File: src/rtl/pcm_uart_pkg.sv
`default_nettype none
// ============================================================================
// Module   : pcm_uart_pkg
// Brief    : Shared types and constants for the PCM sample UART transmitter.
// Revision : 1.0 - initial release
// ============================================================================
package pcm_uart_pkg;

  // Line-side FSM states; PARITY is only reachable when UART_PARITY_EN is set
  typedef enum logic [2:0] {
    ST_IDLE   = 3'd0,
    ST_START  = 3'd1,
    ST_DATA   = 3'd2,
    ST_PARITY = 3'd3,
    ST_STOP   = 3'd4
  } uart_state_t;

  localparam int   BITS_PER_BYTE = 8;
  localparam logic START_BIT     = 1'b0;
  localparam logic STOP_BIT      = 1'b1;

  // Pointer width with one extra wrap bit to tell full from empty
  function automatic int clog2_p1(input int depth);
    return $clog2(depth) + 1;
  endfunction

endpackage
`default_nettype wire

File: src/rtl/pcm_sample_fifo.sv
`default_nettype none
// ============================================================================
// Module   : pcm_sample_fifo
// Brief    : Synchronous sample FIFO; extra pointer MSB separates full/empty.
// Revision : 1.0 - initial release
// ============================================================================
module pcm_sample_fifo
  import pcm_uart_pkg::*;
#(
  parameter int DATA_W     = 16,
  parameter int FIFO_DEPTH = 4
) (
  input  logic              clk,
  input  logic              rst,
  input  logic              i_push,
  input  logic [DATA_W-1:0] i_data,
  input  logic              i_pop,
  output logic [DATA_W-1:0] o_data,
  output logic              o_full,
  output logic              o_empty
);

  localparam int PTR_W  = clog2_p1(FIFO_DEPTH);
  localparam int ADDR_W = PTR_W - 1;

  logic [DATA_W-1:0] r_mem [FIFO_DEPTH];
  logic [PTR_W-1:0]  r_wr_ptr;
  logic [PTR_W-1:0]  r_rd_ptr;
  logic              w_do_push;
  logic              w_do_pop;

  assign w_do_push = i_push && !o_full;
  assign w_do_pop  = i_pop && !o_empty;
  assign o_empty   = (r_wr_ptr == r_rd_ptr);
  assign o_full    = (r_wr_ptr[PTR_W-1] != r_rd_ptr[PTR_W-1]) &&
                     (r_wr_ptr[ADDR_W-1:0] == r_rd_ptr[ADDR_W-1:0]);
  assign o_data    = r_mem[r_rd_ptr[ADDR_W-1:0]];

  // Pointers advance on accepted push/pop and wrap naturally
  always_ff @(posedge clk or posedge rst) begin
    if (rst) begin
      r_wr_ptr <= '0;
      r_rd_ptr <= '0;
    end else begin
      if (w_do_push) r_wr_ptr <= r_wr_ptr + PTR_W'(1);
      if (w_do_pop)  r_rd_ptr <= r_rd_ptr + PTR_W'(1);
    end
  end

  // Storage needs no reset: empty pointers hide stale contents
  always_ff @(posedge clk) begin
    if (w_do_push) r_mem[r_wr_ptr[ADDR_W-1:0]] <= i_data;
  end

endmodule
`default_nettype wire

File: src/rtl/pcm_uart_tx.sv
`default_nettype none
// ============================================================================
// Module   : pcm_uart_tx
// Brief    : Buffers PCM samples and sends them MSB byte first as UART frames.
//            8N1 by default; define UART_PARITY_EN for 8E1 framing.
// Revision : 1.0 - initial release
// ============================================================================
module pcm_uart_tx
  import pcm_uart_pkg::*;
#(
  parameter int DATA_W     = 16,
  parameter int CLK_DIV    = 434,
  parameter int FIFO_DEPTH = 4
) (
  input  logic              clk,
  input  logic              rst,
  input  logic              s_valid,
  input  logic [DATA_W-1:0] s_data,
  output logic              s_ready,
  input  logic              ovf_clr,
  output logic              tx,
  output logic              busy,
  output logic              overflow
);

  localparam int               NBYTES    = DATA_W / BITS_PER_BYTE;
  localparam int               CNT_W     = $clog2(CLK_DIV);
  localparam logic [CNT_W-1:0] LAST_CNT  = CNT_W'(CLK_DIV - 1);
  localparam logic [1:0]       LAST_BYTE = 2'(NBYTES - 1);

  uart_state_t       r_state;
  logic [CNT_W-1:0]  r_baud_cnt;
  logic [2:0]        r_bit_idx;
  logic [1:0]        r_byte_idx;
  logic [DATA_W-1:0] r_sample;
  logic [7:0]        r_byte;
  logic              r_tx;
  logic              r_ovf;
  logic              w_full;
  logic              w_empty;
  logic              w_push;
  logic              w_pop;
  logic              w_bit_end;
  logic [DATA_W-1:0] w_fifo_data;

  assign w_push    = s_valid && !w_full;
  assign w_bit_end = (r_baud_cnt == LAST_CNT);
  assign s_ready   = !w_full;
  assign tx        = r_tx;
  assign busy      = (r_state != ST_IDLE) || !w_empty;
  assign overflow  = r_ovf;

  pcm_sample_fifo #(
    .DATA_W     (DATA_W),
    .FIFO_DEPTH (FIFO_DEPTH)
  ) u_fifo (
    .clk     (clk),
    .rst     (rst),
    .i_push  (w_push),
    .i_data  (s_data),
    .i_pop   (w_pop),
    .o_data  (w_fifo_data),
    .o_full  (w_full),
    .o_empty (w_empty)
  );

  // Pop when idle, or at the end of the last stop bit to chain samples gaplessly
  always_comb begin
    w_pop = 1'b0;
    if (!w_empty) begin
      if (r_state == ST_IDLE) begin
        w_pop = 1'b1;
      end else if (r_state == ST_STOP && w_bit_end && r_byte_idx == LAST_BYTE) begin
        w_pop = 1'b1;
      end
    end
  end

  // Sticky overflow: a drop in the same cycle as a clear keeps the flag set
  always_ff @(posedge clk or posedge rst) begin
    if (rst) begin
      r_ovf <= 1'b0;
    end else if (s_valid && w_full) begin
      r_ovf <= 1'b1;
    end else if (ovf_clr) begin
      r_ovf <= 1'b0;
    end
  end

  // Line FSM with baud counter and byte shifter; tx is registered
  always_ff @(posedge clk or posedge rst) begin
    if (rst) begin
      r_state    <= ST_IDLE;
      r_baud_cnt <= '0;
      r_bit_idx  <= '0;
      r_byte_idx <= '0;
      r_sample   <= '0;
      r_byte     <= '0;
      r_tx       <= STOP_BIT;
    end else begin
      if (r_state != ST_IDLE) begin
        r_baud_cnt <= w_bit_end ? '0 : r_baud_cnt + CNT_W'(1);
      end
      case (r_state)
        ST_IDLE: begin
          if (w_pop) begin
            r_sample   <= w_fifo_data;
            r_byte_idx <= '0;
            r_baud_cnt <= '0;
            r_tx       <= START_BIT;
            r_state    <= ST_START;
          end
        end
        ST_START: begin
          if (w_bit_end) begin
            // Current byte is always the top byte; earlier bytes are shifted out
            r_byte    <= r_sample[DATA_W-1 -: BITS_PER_BYTE];
            r_tx      <= r_sample[DATA_W-BITS_PER_BYTE];
            r_bit_idx <= '0;
            r_state   <= ST_DATA;
          end
        end
        ST_DATA: begin
          if (w_bit_end) begin
            if (r_bit_idx == 3'd7) begin
`ifdef UART_PARITY_EN
              r_tx    <= ^r_byte;
              r_state <= ST_PARITY;
`else
              r_tx    <= STOP_BIT;
              r_state <= ST_STOP;
`endif
            end else begin
              r_bit_idx <= r_bit_idx + 3'd1;
              r_tx      <= r_byte[r_bit_idx + 3'd1];
            end
          end
        end
`ifdef UART_PARITY_EN
        ST_PARITY: begin
          if (w_bit_end) begin
            r_tx    <= STOP_BIT;
            r_state <= ST_STOP;
          end
        end
`endif
        ST_STOP: begin
          if (w_bit_end) begin
            if (r_byte_idx < LAST_BYTE) begin
              r_byte_idx <= r_byte_idx + 2'd1;
              r_sample   <= r_sample << BITS_PER_BYTE;
              r_tx       <= START_BIT;
              r_state    <= ST_START;
            end else if (w_pop) begin
              r_sample   <= w_fifo_data;
              r_byte_idx <= '0;
              r_tx       <= START_BIT;
              r_state    <= ST_START;
            end else begin
              r_tx    <= STOP_BIT;
              r_state <= ST_IDLE;
            end
          end
        end
        default: begin
          r_tx    <= STOP_BIT;
          r_state <= ST_IDLE;
        end
      endcase
    end
  end

endmodule
`default_nettype wire

File: config.mk
export PLATFORM = sky130hd
export DESIGN_NAME = pcm_uart_tx
export DESIGN_NICKNAME = d
export VERILOG_FILES = /design/src/rtl/pcm_uart_pkg.sv /design/src/rtl/pcm_sample_fifo.sv /design/src/rtl/pcm_uart_tx.sv
export SDC_FILE = /design/constraint.sdc
export NUM_CORES = 1
export LEC_CHECK = 0
export CELL_PAD_IN_SITES_DETAIL_PLACEMENT = 1
export CELL_PAD_IN_SITES_GLOBAL_PLACEMENT = 2
export CORE_ASPECT_RATIO = 0.5
export CORE_MARGIN = 1
export CORE_UTILIZATION = 39
export CTS_CLUSTER_SIZE = 10
export DETAILED_ROUTE_END_ITERATION = 7
export PLACE_DENSITY_LB_ADDON = 0.1
export SETUP_SLACK_MARGIN = 0.02
export SLEW_MARGIN = 30
export SYNTH_ARGS = -nofsm -noshare
export SYNTH_HDL_FRONTEND = slang
export SYNTH_SLANG_ARGS = --single-unit
File: constraint.sdc
create_clock -name clk -period 2 [get_ports clk]
set_input_delay 0.4 -clock clk [delete_from_list [all_inputs] [get_ports clk]]
set_output_delay 0.4 -clock clk [all_outputs]
set_load 0.005 [all_outputs]
## After elaboration in Yosys (flattened, before gate mapping)

Memory sizes are Yosys's and may differ from the RTL's.
Cells that the tools add are included.

| word-level totals | value |
|---|---|
| RAM bits | 64 |
| word-level logic and storage cells | 94 |
| register bits after elaboration | 49 |
| memories kept | 1 |
| output and inout port bits | 4 |
| bits of input ports | 20 |

| cells by class | value |
|---|---|
| eq/ne operators | 15 |
| $lt $le $gt $ge | 2 |
| reductions and logical operators | 20 |
| add/subtract/negate cells | 5 |
| multiplexer cells | 41 |

Memories:

| name | words | width | rd ports | clocked after Yosys merged registers in | wr ports | line | source |
|---|---|---|---|---|---|---|---|
| u_fifo.r_mem | 4 | 16 | 1 | 0 | 1 | pcm_sample_fifo.sv:26 | `logic [DATA_W-1:0] r_mem [FIFO_DEPTH];` |

Operators by type and width:

| kind | number |
|---|---|
| $mux W16 | 3 |
| $mux W9 | 4 |
| $pmux W16 S2 | 1 |
| $mux W3 | 8 |
| $mux W1 | 17 |
| $pmux W3 S4 | 1 |
| $ne A2 B2 Y1 const B | 5 |
| $add A3 B1 Y3 const B | 3 |
| $add A9 B1 Y9 const B | 1 |
| $eq A9 B9 Y1 const B | 1 |
| $reduce_and A4 Y1 | 2 |
| $logic_and A1 B1 Y1 | 7 |
| $eq A3 B3 Y1 const B | 2 |
| $mux W2 | 3 |
| $pmux W3 S2 | 1 |
| $reduce_bool A2 Y1 | 3 |
| $reduce_and A5 Y1 | 1 |
| $lt A3 B4 Y1 const B | 1 |
| $pmux W1 S4 | 1 |
| $pmux W2 S2 | 1 |
| $reduce_and A2 Y1 | 2 |
| $bmux W1 S3 | 1 |
| $eq A3 B1 Y1 const B | 1 |
| $eq A3 B2 Y1 const B | 1 |
| other kinds (11) | 12 |

## Longest topological paths before layout

| depth | value |
|---|---|
| depth in word-level cells | 10 |
| depth in mapped cells | 9 |
| mapped depth without buffers | 7 |

## Hierarchy

A second synthesis with hierarchy kept.

| second synthesis, totals | value |
|---|---|
| cells, all modules | 347 |
| area, all modules | 5142.4 um2 |

Modules (own cells, without submodules):

| module | sequential area each (um2) | times used | area each (um2) | cells each |
|---|---|---|---|---|
| pcm_sample_fifo | 2072.0 | 1 | 2827.7 | 133 |
| pcm_uart_tx | 1077.3 | 1 | 2314.7 | 214 |

## Worst setup path after synthesis

Ideal clock, no wire load.

| timing | value |
|---|---|
| kind | register to register |
| start | register r_baud_cnt[1] |
| end | register r_bit_idx[0] |
| period minus slack after synthesis | 2.078 ns |
| slack | -0.078 ns |
| arrival | 1.952 ns |
| buffers on the path | 1 |
| setup time | 0.125 ns |
| data required time | 1.875 ns |
| cell stages (with the launch flop) | 9 |
| path through | dfrtp_1 inv_1 ha_1 nand4b_1 nor4_4 o21ai_2 or3_1 buf_2 mux2_4 |

| on the way | value |
|---|---|
| longest elaborated chain between the ends | 3 |
| elaborated cells on any way between the ends | 4 |
| classes of those cells | eq/ne: 3; reduce/logical: 1 |

RTL lines:

| item | line | source |
|---|---|---|
| from (decl) | pcm_uart_tx.sv:32 | `logic [CNT_W-1:0] r_baud_cnt;` |
| from (signal assigned) | pcm_uart_tx.sv:102 | `r_baud_cnt <= w_bit_end ? '0 : r_baud_cnt + CNT_W'(1);` |
| $eq A9 B9 Y1 (*) | pcm_uart_tx.sv:47 | `assign w_bit_end = (r_baud_cnt == LAST_CNT);` |
| $ne A2 B2 Y1 (no source line) | -- |  |
| $reduce_and A4 Y1 (no source line) (*) | -- |  |
| to (signal assigned) | pcm_uart_tx.sv:134 | `r_bit_idx <= r_bit_idx + 3'd1;` |
| to (decl) | pcm_uart_tx.sv:33 | `logic [2:0] r_bit_idx;` |

Every way passes the cells marked *; elsewhere a longest branch is shown, timed or not.
A chain may end at the register's enable or synchronous reset.

## Worst setup path in the final report

| timing | value |
|---|---|
| start | register r_baud_cnt[1] |
| end | register r_byte[7] |

| on the way | value |
|---|---|
| longest elaborated chain between the ends | 2 |

RTL lines:

| item | line | source |
|---|---|---|
| $eq A9 B9 Y1 | pcm_uart_tx.sv:47 |  |
| $reduce_and A2 Y1 (no source line) | -- |  |
| to (signal assigned) | pcm_uart_tx.sv:117 | `r_byte <= r_sample[DATA_W-1 -: BITS_PER_BYTE];` |
| to (decl) | pcm_uart_tx.sv:36 | `logic [7:0] r_byte;` |

No other way between the ends.

==> run summary <==
IO Count - 24
Initial Utilization - 40.4%
number of max-cap violations - 0
Setup crit end kind - register
Cell Area, Synth - 0.00482 mm²
RePlAce Congestion - 0.813
Primary FF master, synth - edfxtp_1
Clock Skews - 13.1 ps
Clock Sinks - 113
drt drc - 0
antenna fix cells - 0
post-layout min period - 2000 ps
status - complete, but fails checks
vias in the first global route - 3233
hpwl dp - 7.33 mm
async set-reset flop share out of synthesis - 43.4%
Mapped Cells - 318
grt total ovfl - 0
Tot Pwr - 6.67 mW
row count - 28
Area Growth Syn to Fin - 33.6%
Die Y - 80.6 µm
CP required - 2290 ps
Compound-Gate Fraction of Synth Area - 6.28%
Post-CTS Hold Buffers - 0
commonest non-fill, non-tap cells in the layout - 64 x edfxtp_1, 46 x dfrtp_1, 38 x buf_4, 21 x clkdlybuf4s50_1
initial antenna violation count - 0
register area share after synthesis - 65.3%
final WL - 11.6 mm
Vias/cell - 5.15
width of the die - 159 µm
power per cell area - 1030 mW/mm²
failing checks - negative setup slack
Worst Setup Start Kind - register
Worst Max-Slew Pin Slew - 506 ps
final core occ - 53.9%
worst hold path class - in2async
Reg2Reg Setup Slack - -3 ps
core area - 0.0119 mm²
main combinational cell family by area after synthesis - multiplexers
P_leak - 2.58 nW
worst setup path category - reg2reg
CTS tree - yes
mean post-synth cell area - 15.2 µm²
CP Data Arrival Time - 2290 ps
non-filler cells in the finished layout - 577
xor/xnor share of the synthesized area - 1.45%
full die area - 0.0128 mm²
input/output buffers - 23
simple-gate area share of the yosys netlist - 7.81%
CP max FO - 8
maximum clock rate - 499 MHz
Root Buffer Master - clkbuf_16
via count - 2973
number of routed nets with antenna violations - 0
Tcrit/Tclk final - 100%
total global-route track usage - 19.7%
largest net degree at the start of global routing - 24
setup ws final - -3.48 ps
first-pass GRT wire length - 18.3 mm
Slew Limit Fails - 0
number of synthesized flops with an enable pin - 64
Reg clk slew, reported paths - 60 ps
post-synthesis mux area share - 13.8%
share of cells above drive strength 1 - 37.4%
placed cells - 531
Final setup viols - 2
#FFs+latches synth - 113
H-tree Lvls - 4
cts bufs inserted - 17
Worst VDD drop - 491 µV
Longest Clk Path Bufs - 2
Pre-Repair DR Iteration Count - 6
commonest non-fill, non-tap cell in the layout - edfxtp_1
Skew-Pair Late Insertion Delay - 420 ps
DR WL/cell - 20.1 µm
synthesized-area fraction occupied by adder cells - 2.85%
# fillers - 1139
Final nets - 430
DRT iter0 DRCs - 116
Ys Warns - 0
synthesized netlist net count - 349
Synth cell types - 41
Fin. Hold Viols - 0
max_slew headroom - 66.0%
RSZ-0062 raised after global routing - yes
## registers in the layout, indices dropped and copies added, names as in the netlist
signal and flops:
r_sample 16, u_fifo.r_rd_ptr 3, overflow 1, r_state 3, r_bit_idx 3, tx 1
r_baud_cnt 9, u_fifo.r_mem 64, r_byte 8, r_byte_idx 2, u_fifo.r_wr_ptr 3
## layout make-up
class / instances / area (µm²) / share of cell area [%]
tap: 165 / 206 / 3.20
multi-input combinational: 178 / 1750 / 27.1
sequential: 113 / 3150 / 48.9
timing repair buffer: 75 / 724 / 11.2
inverter: 14 / 52.6 / 0.816
clock inverter: 14 / 131 / 2.04
clock buffer: 18 / 429 / 6.66
## where the power goes
part | internal (mW) | leakage (nW) | switching (mW)
registers | 2.79 | 1.20 | 0.108
logic | 0.425 | 1.10 | 0.445
clock network | 1.72 | 0.275 | 1.17
## cells in the mapped netlist, types with 5 or more instances
cell | number | share of area [%]
edfxtp_1 | 64 | 40
mux2_2 | 13 | 3.0
inv_1 | 14 | 1.1
ha_1 | 11 | 2.9
nor2_1 | 19 | 1.5
o21ai_0 | 19 | 2.0
a21oi_1 | 5 | 0.52
or3_1 | 9 | 1.2
clkbuf_1 | 6 | 0.47
dfrtp_1 | 48 | 25
and3_1 | 5 | 0.65
nand2_1 | 16 | 1.2
o221a_2 | 6 | 1.4
nand3_1 | 5 | 0.52
mux2i_1 | 10 | 2.1
xnor2_1 | 5 | 0.91
buf_2 | 5 | 0.52
mux4_2 | 18 | 8.4
## final timing paths
path	from	to	cells after the start
max in group asynchronous	rst	r_byte[7]	3
worst max register to register	r_baud_cnt[1]	r_byte[7]	10
worst min-delay path	rst	r_baud_cnt[2]	2
worst max-delay path	r_baud_cnt[1]	r_byte[7]	10
worst min register to register	r_byte_idx[1]	r_byte_idx[0]	1
min in group clk	r_byte_idx[1]	r_byte_idx[0]	1
## layer usage
| layer | global-route usage [%] | wire length, µm |
|---|---|---|
| met5 | 0 | 0 |
| met4 | 6.92 | 103 |
| met3 | 5.27 | 295 |
| met2 | 31.2 | 5570 |
| met1 | 26.3 | 5640 |
## critical path: stages (launching register included)
cell	delay [ps]
dfrtp_1	400
inv_2	90
ha_4	120
nand4b_1	130
buf_4	180
nor4_4	170
buf_4	180
buf_6	120
nand3_2	70
buf_6	150
mux2_2	270
## kinds of logic after synthesis
| group | Yosys count |
|---|---|
| XOR/XNOR | 8 |
| AND/OR/NAND/NOR | 72 |
| AO/OA/AOI/OAI | 45 |
| flip-flops | 113 |
| adder cells (fa/ha/maj) | 11 |
| multiplexers | 42 |
| buffers and inverters | 27 |
## timing repair
action,in CTS,in global routing
setup endpoints to repair,24,35
resized for setup,29,21
buffers inserted,8,6
pin swaps,16,11
## through the flow
| step | area [µm²] | worst slack [ps] | hold WS [ps] | setup TNS (ps) |
|---|---|---|---|---|
| after floorplan | 4830 | -77.6 | 435 | -123 |
| after global placement | 5570 | -28.0 | 448 | -82.1 |
| after detailed placement | 5570 | -44.0 | 465 | -261 |
| after CTS | 6310 | -90.7 | 312 | -181 |
| after global routing | 6440 | -110 | 330 | -1870 |
| final | 6440 | -3.48 | 307 | -5.69 |
Power figures use the tool's default switching activity.
